### src/rtl/matrix_result_unloader.sv
// Streams product matrix C out of the shared RAM in row-major order over valid/ready.
// Optional running checksum output enabled by UNLOAD_CHKSUM_EN.
module matrix_result_unloader #(
    parameter int unsigned data_w    = 32,
    parameter int unsigned ram_d     = 512,
    parameter int unsigned ram_add_w = $clog2(ram_d),
    parameter int unsigned d_w_q     = data_w / 4
) (
    input  logic                 clk,
    input  logic                 rst_n,
    input  logic                 start,
    output logic [ram_add_w-1:0] ram_addr,
    input  logic [data_w-1:0]    ram_r_data,
    output logic [data_w-1:0]    m_data,
    output logic                 m_valid,
    input  logic                 m_ready,
    output logic                 m_row_last,
    output logic                 m_last,
    output logic                 busy,
    output logic                 done,
    output logic                 err
`ifdef UNLOAD_CHKSUM_EN
    ,
    output logic [data_w-1:0]    chksum
`endif
);

    localparam int unsigned prod_w = 2 * d_w_q + 1;

    typedef enum logic [2:0] {S_IDLE, S_HDR, S_CHECK, S_STREAM, S_DRAIN, S_DONE} state_t;

    state_t               state_q, state_d;
    logic [ram_add_w-1:0] addr_q, addr_d;
    logic [d_w_q-1:0]     m1_q, m1_d, n2_q, n2_d, i_q, i_d, j_q, j_d;
    logic                 odd_q, odd_d;
    logic                 err_q, err_d, busy_q, busy_d, done_q, done_d;
    logic                 inf_q, inf_d, inf_rl_q, inf_rl_d, inf_l_q, inf_l_d;
    logic [data_w-1:0]    hd_data_q, hd_data_d, sk_data_q, sk_data_d;
    logic                 hd_v_q, hd_v_d, hd_rl_q, hd_rl_d, hd_l_q, hd_l_d;
    logic                 sk_v_q, sk_v_d, sk_rl_q, sk_rl_d, sk_l_q, sk_l_d;

    logic [d_w_q-1:0]     hdr_m1, hdr_n2;
    logic [d_w_q:0]       hdr_wp;
    logic [prod_w-1:0]    footprint;
    logic                 hdr_bad, pop, credit_ok, issue, cur_rl, cur_l;
    logic [1:0]           occ;

    // Header decode and footprint range check
    assign hdr_m1    = ram_r_data[data_w-1 -: d_w_q];
    assign hdr_n2    = ram_r_data[d_w_q-1:0];
    assign hdr_wp    = (d_w_q+1)'(hdr_n2) + (d_w_q+1)'(hdr_n2[0]);
    assign footprint = prod_w'(hdr_m1) * prod_w'(hdr_wp);
    assign hdr_bad   = (hdr_m1 == '0) || (hdr_n2 == '0) || (footprint > prod_w'(ram_d - 2));

    // A pop this cycle frees a slot, so the issue credit counts occupancy after the pop
    assign pop       = hd_v_q & m_ready;
    assign occ       = 2'(hd_v_q) + 2'(sk_v_q);
    assign credit_ok = (occ - 2'(pop) + 2'(inf_q)) < 2'd2;
    assign issue     = (state_q == S_STREAM) && credit_ok;
    assign cur_rl    = (j_q == n2_q - d_w_q'(1));
    assign cur_l     = cur_rl && (i_q == m1_q - d_w_q'(1));

    always_comb begin
        state_d   = state_q;
        addr_d    = addr_q;
        m1_d      = m1_q;
        n2_d      = n2_q;
        odd_d     = odd_q;
        i_d       = i_q;
        j_d       = j_q;
        err_d     = err_q;
        inf_d     = 1'b0;
        inf_rl_d  = inf_rl_q;
        inf_l_d   = inf_l_q;
        hd_data_d = hd_data_q;
        hd_v_d    = hd_v_q;
        hd_rl_d   = hd_rl_q;
        hd_l_d    = hd_l_q;
        sk_data_d = sk_data_q;
        sk_v_d    = sk_v_q;
        sk_rl_d   = sk_rl_q;
        sk_l_d    = sk_l_q;

        case (state_q)
            S_IDLE: begin
                if (start) begin
                    state_d = S_HDR;
                    addr_d  = '0;
                    err_d   = 1'b0;
                end
            end
            S_HDR: state_d = S_CHECK;
            S_CHECK: begin
                m1_d  = hdr_m1;
                n2_d  = hdr_n2;
                odd_d = hdr_n2[0];
                i_d   = '0;
                j_d   = '0;
                if (hdr_bad) begin
                    err_d   = 1'b1;
                    state_d = S_IDLE;
                end else begin
                    state_d = S_STREAM;
                    addr_d  = ram_add_w'(ram_d - 1);
                end
            end
            S_STREAM: begin
                if (issue) begin
                    inf_d    = 1'b1;
                    inf_rl_d = cur_rl;
                    inf_l_d  = cur_l;
                    if (cur_rl) begin
                        j_d    = '0;
                        i_d    = i_q + d_w_q'(1);
                        addr_d = addr_q - ram_add_w'(odd_q) - ram_add_w'(1);
                    end else begin
                        j_d    = j_q + d_w_q'(1);
                        addr_d = addr_q - ram_add_w'(1);
                    end
                    if (cur_l) state_d = S_DRAIN;
                end
            end
            S_DRAIN: begin
                if (!inf_q && !sk_v_q && (!hd_v_q || pop)) state_d = S_DONE;
            end
            S_DONE:  state_d = S_IDLE;
            default: state_d = S_IDLE;
        endcase

        // Two-entry skid: head drives the stream, skid catches data arriving during a stall
        if (!hd_v_q || pop) begin
            if (sk_v_q) begin
                hd_data_d = sk_data_q;
                hd_rl_d   = sk_rl_q;
                hd_l_d    = sk_l_q;
                hd_v_d    = 1'b1;
                sk_v_d    = inf_q;
                sk_rl_d   = inf_q & inf_rl_q;
                sk_l_d    = inf_q & inf_l_q;
                if (inf_q) sk_data_d = ram_r_data;
            end else begin
                hd_v_d  = inf_q;
                hd_rl_d = inf_q & inf_rl_q;
                hd_l_d  = inf_q & inf_l_q;
                if (inf_q) hd_data_d = ram_r_data;
            end
        end else if (inf_q) begin
            sk_v_d    = 1'b1;
            sk_data_d = ram_r_data;
            sk_rl_d   = inf_rl_q;
            sk_l_d    = inf_l_q;
        end

        busy_d = (state_d == S_HDR) || (state_d == S_CHECK) ||
                 (state_d == S_STREAM) || (state_d == S_DRAIN);
        done_d = (state_d == S_DONE);
    end

    always_ff @(posedge clk or negedge rst_n) begin
        if (!rst_n) begin
            state_q   <= S_IDLE;
            addr_q    <= '0;
            m1_q      <= '0;
            n2_q      <= '0;
            odd_q     <= 1'b0;
            i_q       <= '0;
            j_q       <= '0;
            err_q     <= 1'b0;
            busy_q    <= 1'b0;
            done_q    <= 1'b0;
            inf_q     <= 1'b0;
            inf_rl_q  <= 1'b0;
            inf_l_q   <= 1'b0;
            hd_data_q <= '0;
            hd_v_q    <= 1'b0;
            hd_rl_q   <= 1'b0;
            hd_l_q    <= 1'b0;
            sk_data_q <= '0;
            sk_v_q    <= 1'b0;
            sk_rl_q   <= 1'b0;
            sk_l_q    <= 1'b0;
        end else begin
            state_q   <= state_d;
            addr_q    <= addr_d;
            m1_q      <= m1_d;
            n2_q      <= n2_d;
            odd_q     <= odd_d;
            i_q       <= i_d;
            j_q       <= j_d;
            err_q     <= err_d;
            busy_q    <= busy_d;
            done_q    <= done_d;
            inf_q     <= inf_d;
            inf_rl_q  <= inf_rl_d;
            inf_l_q   <= inf_l_d;
            hd_data_q <= hd_data_d;
            hd_v_q    <= hd_v_d;
            hd_rl_q   <= hd_rl_d;
            hd_l_q    <= hd_l_d;
            sk_data_q <= sk_data_d;
            sk_v_q    <= sk_v_d;
            sk_rl_q   <= sk_rl_d;
            sk_l_q    <= sk_l_d;
        end
    end

    assign ram_addr   = addr_q;
    assign m_data     = hd_data_q;
    assign m_valid    = hd_v_q;
    assign m_row_last = hd_rl_q;
    assign m_last     = hd_l_q;
    assign busy       = busy_q;
    assign done       = done_q;
    assign err        = err_q;

`ifdef UNLOAD_CHKSUM_EN
    logic [data_w-1:0] chksum_q;

    // Running sum of accepted beats, restarted by an accepted start
    always_ff @(posedge clk or negedge rst_n) begin
        if (!rst_n) begin
            chksum_q <= '0;
        end else if ((state_q == S_IDLE) && start) begin
            chksum_q <= '0;
        end else if (pop) begin
            chksum_q <= chksum_q + hd_data_q;
        end
    end

    assign chksum = chksum_q;
`else
    // No checksum port in this build
`endif

endmodule

### config.mk
export PLATFORM = sky130hd
export DESIGN_NAME = matrix_result_unloader
export DESIGN_NICKNAME = d
export VERILOG_FILES = /design/src/rtl/matrix_result_unloader.sv
export SDC_FILE = /design/constraint.sdc
export NUM_CORES = 1
export LEC_CHECK = 0
export BUFFER_PORTS_ARGS = -buffer_cell sky130_fd_sc_hd__buf_2
export CAP_MARGIN = 20
export CORE_MARGIN = 2
export CORE_UTILIZATION = 50
export CTS_CLUSTER_DIAMETER = 30
export DETAILED_ROUTE_END_ITERATION = 8
export GPL_TIMING_DRIVEN = 0
export PLACE_DENSITY = 0.77
export SLEW_MARGIN = 10
export SYNTH_ARGS = -nofsm -noshare
export SYNTH_HDL_FRONTEND = slang
export SYNTH_SLANG_ARGS = --single-unit
### constraint.sdc
create_clock -name clk -period 4.65 [get_ports clk]
set_clock_uncertainty 0.05 [all_clocks]
set_input_delay 0.93 -clock clk [delete_from_list [all_inputs] [get_ports clk]]
set_output_delay 0.93 -clock clk [all_outputs]
set_load 0.01 [all_outputs]
==> impl_metrics.json <==
{
  "status": "finished, violations left",
  "violations": "negative setup slack",
  "synth-seq-area-share_pct": 37.12,
  "gp_congestion": 0.8466,
  "n_antenna_cell": 0,
  "routed_wl_mm": 19.35,
  "grt_overflow_total": 0,
  "switching_power_mw": 2.538,
  "drt-vias-per-instance": 5.389,
  "dieArea_um2": 17210,
  "initial_core_util_pct": 51.11,
  "setup_viol": 13,
  "r2r_start": "n2_q[0]",
  "pwr-share-clk_pct": 22.0,
  "power_density_nw_per_um2": 610.5,
  "synth_edf_count": 0,
  "synth_top_family_by_area": "simple AND/OR/NAND/NOR gates",
  "netlist_top_cells_count": "nand2_1 (130), dfrtp_1 (120), inv_1 (73)",
  "dpl_cell_area_um2": 9067,
  "grt_max_degree": 89,
  "firstDrtPassIters": 5,
  "cp_slowest_stage_delay_ns": 0.57,
  "yosys.area_share.xor_xnor_pct": 4.330,
  "track_usage_pct": 23.35,
  "synth_flop_cell": "dfrtp_1",
  "crit_path_end_kind": "flip-flop",
  "synthSimpleGateAreaFrac_pct": 19.36,
  "cpMostUsedCell": "fa_1",
  "synth_seq_cells": 120,
  "htree_levels": 4,
  "first_global_vias": 6783,
  "rrSetupSlack_ns": 1.38,
  "cts_buffers": 17,
  "fin_ws_ns": -1.141,
  "hold_viol_final": 0,
  "synth_top_area_share_pct": 37.12,
  "syn_to_final_growth_pct": 24.27,
  "dp_hpwl_mm": 13.88,
  "timing.fmax_mhz": 172.7,
  "r2r_end": "ram_addr[8]",
  "slew_viol_final": 0,
  "async_flop_share_pct": 100.0,
  "worst_path_max_delay_cell": "fa_1",
  "dr.first_iter.drc_count": 354,
  "num_io_pins": 83,
  "synth_nets": 987,
  "leakage_nw": 4.665,
  "die_y_um": 131.2,
  "yosysMostFrequentCell": "nand2_1",
  "synth-compound-area-share_pct": 11.49,
  "p_int_mw": 3.600,
  "cts.reportedPaths.clkPinSlew_ns": 0.06,
  "nFillCells": 1261,
  "grt_pass1_wl_mm": 33.00,
  "drtAntennaViolNets": 0,
  "cp-start-kind": "input port",
  "fin_crit_ns": 5.791,
  "cts-root-buf": "clkbuf_16",
  "ys_warn_count": 0,
  "slew_headroom_pct": 45.45,
  "clk_path_buf_depth": 2,
  "power_mw": 6.137,
  "num_vias": 6537,
  "cts.sinks": 120,
  "path_class": "in -> reg",
  "combPwrFrac_pct": 49.0,
  "wl_per_cell_um": 15.95,
  "final_nets": 1104,
  "rsz0062_at_grt": "yes",
  "vdd_drop_max_uv": 371.8,
  "drc_errors": 0,
  "hold_path_class": "in -> async",
  "die_x_um": 131.2,
  "rr_worst_depth": 11,
  "rows": 46,
  "coreArea_um2": 15830,
  "worstMarginPinSlew_ns": 0.8069,
  "cp.arrival_ns": 6.02,
  "p_seq_share_pct": 29.0,
  "clock_latency_ns": 0.42,
  "drive_gt1_share_pct": 21.06,
  "crit_path_max_fanout": 8,
  "crit_required_ns": 4.87,
  "cts_tree": "built",
  "setup_tns_ns": -14.51,
  "final_area_um2": 10050,
  "cap_violations": 0,
  "yosysUniqueCellTypes": 62,
  "syn-instance-count": 868,
  "synth_top_cell_by_area": "dfrtp_1",
  "cp_cell_sequence": "buf_12, ha_4, nand3_4, nor2_4, xor2_4, buf_6, and2_4, fa_1, fa_1, fa_1, inv_1, fa_1, inv_1, ha_2, a21o_1, a222oi_1, o2111ai_1, nor4_2, nand3_2, nor3_4, a221o_1, buf_6, o221ai_2",
  "final.period_utilization_pct": 124.5,
  "swShare_pct": 41.35,
  "avgSynthCellArea_um2": 9.321,
  "io_buffers": 80,
  "synthAdderAreaFrac_pct": 16.18,
  "muxShareOfSynthArea_pct": 6.109,
  "antenna_found_initial": 0,
  "syn_area_um2": 8090,
  "ys_top_cells_by_area": "dfrtp_1 (37%), fa_1 (8.9%), ha_1 (7.3%), nand2_1 (6.0%), mux2i_1 (4.6%)"
}
layer usage:
metal	GRT usage, %	part of all wire, %	vias up
met4	8.213	1.7	0
li1	-	-	3153
met5	0	0	-
met1	30.36	45	3218
met3	4.707	4.5	29
met2	39.06	49	137
stage by stage:
stage	worst slack, ns	utilization [%]	instances	hold WS, ns
2_1_floorplan	-1.292	-	868	0.3954
3_3_place_gp	-2.144	57.08	1164	0.4072
3_5_place_dp	-2.145	57.29	1165	0.4126
4_1_cts	-1.273	62.69	1207	0.3573
5_1_grt	-1.369	63.52	1213	0.3735
6_report	-1.141	63.52	1213	0.3538
flip-flops by register name, summed over array words and instances, names as in the netlist, 3 cells and up:
signal,count
sk_data_q,32
j_q,8
m1_q,8
ram_addr,9
m_data,32
n2_q,8
i_q,8
state_q,3
critical path, delay by kind of cell:
| kind | cells | cell delay (ns) |
|---|---|---|
| compound gates | 5 | 0.97 |
| fa+ha+maj | 6 | 2.39 |
| simple gates | 6 | 1.00 |
| xor+xnor | 1 | 0.20 |
| buf+inv | 5 | 0.52 |
worst max-delay path by stage:
stage	slack [ns]	depth (start not counted)	to	startpoint
2_1_floorplan	-1.29	22	ram_addr[0]	ram_r_data[3]
3_3_place_gp	-2.14	21	ram_addr[0]	ram_r_data[1]
3_5_place_dp	-2.14	21	ram_addr[0]	ram_r_data[1]
4_1_cts	-1.27	23	ram_addr[7]	ram_r_data[1]
5_1_grt	-1.37	24	ram_addr[7]	ram_r_data[0]
6_report	-1.14	23	ram_addr[7]	ram_r_data[1]
layout make-up:
class	instances	area [um^2]	share of cell area [%]
buffer	39	197.7	1.966
clock buffer	17	425.4	4.231
clock inverter	14	171.4	1.705
inverter	73	274.0	2.726
multi-input combinational	634	5086	50.59
sequential	120	3003	29.87
tap	216	270.3	2.688
timing repair buffer	100	625.6	6.223
cell families after synthesis:
kind of cell | after synthesis
compound gates | 133
xor+xnor | 40
fa+ha+maj | 83
buf+inv | 114
flops | 120
mux | 48
simple gates | 330
power by group through the flow:
stage / Combinational [mW] / Clock, mW / Sequential (mW)
global route: 3.36 / 1.42 / 1.83
finish: 3.01 / 1.35 / 1.78
floorplan: 1.90 / 0 / 1.81
CTS: 2.91 / 1.37 / 1.77
global placement: 2.61 / 0 / 1.77
detailed placement: 2.69 / 0 / 1.78
what timing repair did:
| item | CTS | global route |
|---|---|---|
| endpoints found under the setup margin | 13 | 13 |
| gates cloned | 1 | 0 |
| buffers inserted | 12 | 6 |
| endpoints found under the hold margin | 0 | 0 |
| pin swaps | 24 | 20 |
| hold buffers | 0 | 0 |
| resized for setup | 34 | 17 |
cells in the final DEF, fill, tap and decap left out, drive strengths merged, types with 7 or more instances in the layout:
| cell | count |
|---|---|
| mux2 | 11 |
| nor2b | 30 |
| nand4 | 11 |
| and3 | 7 |
| o221ai | 8 |
| mux2i | 37 |
| dfrtp | 120 |
| ha | 47 |
| xnor2 | 14 |
| inv | 77 |
| o21ai | 19 |
| nor3 | 9 |
| a21oi | 49 |
| nand2b | 13 |
| nand2 | 131 |
| xor2 | 26 |
| nor2 | 69 |
| clkbuf | 51 |
| fa | 36 |
| and2 | 26 |
| buf | 105 |
| nand3 | 14 |
Power figures use the tool's default switching activity.
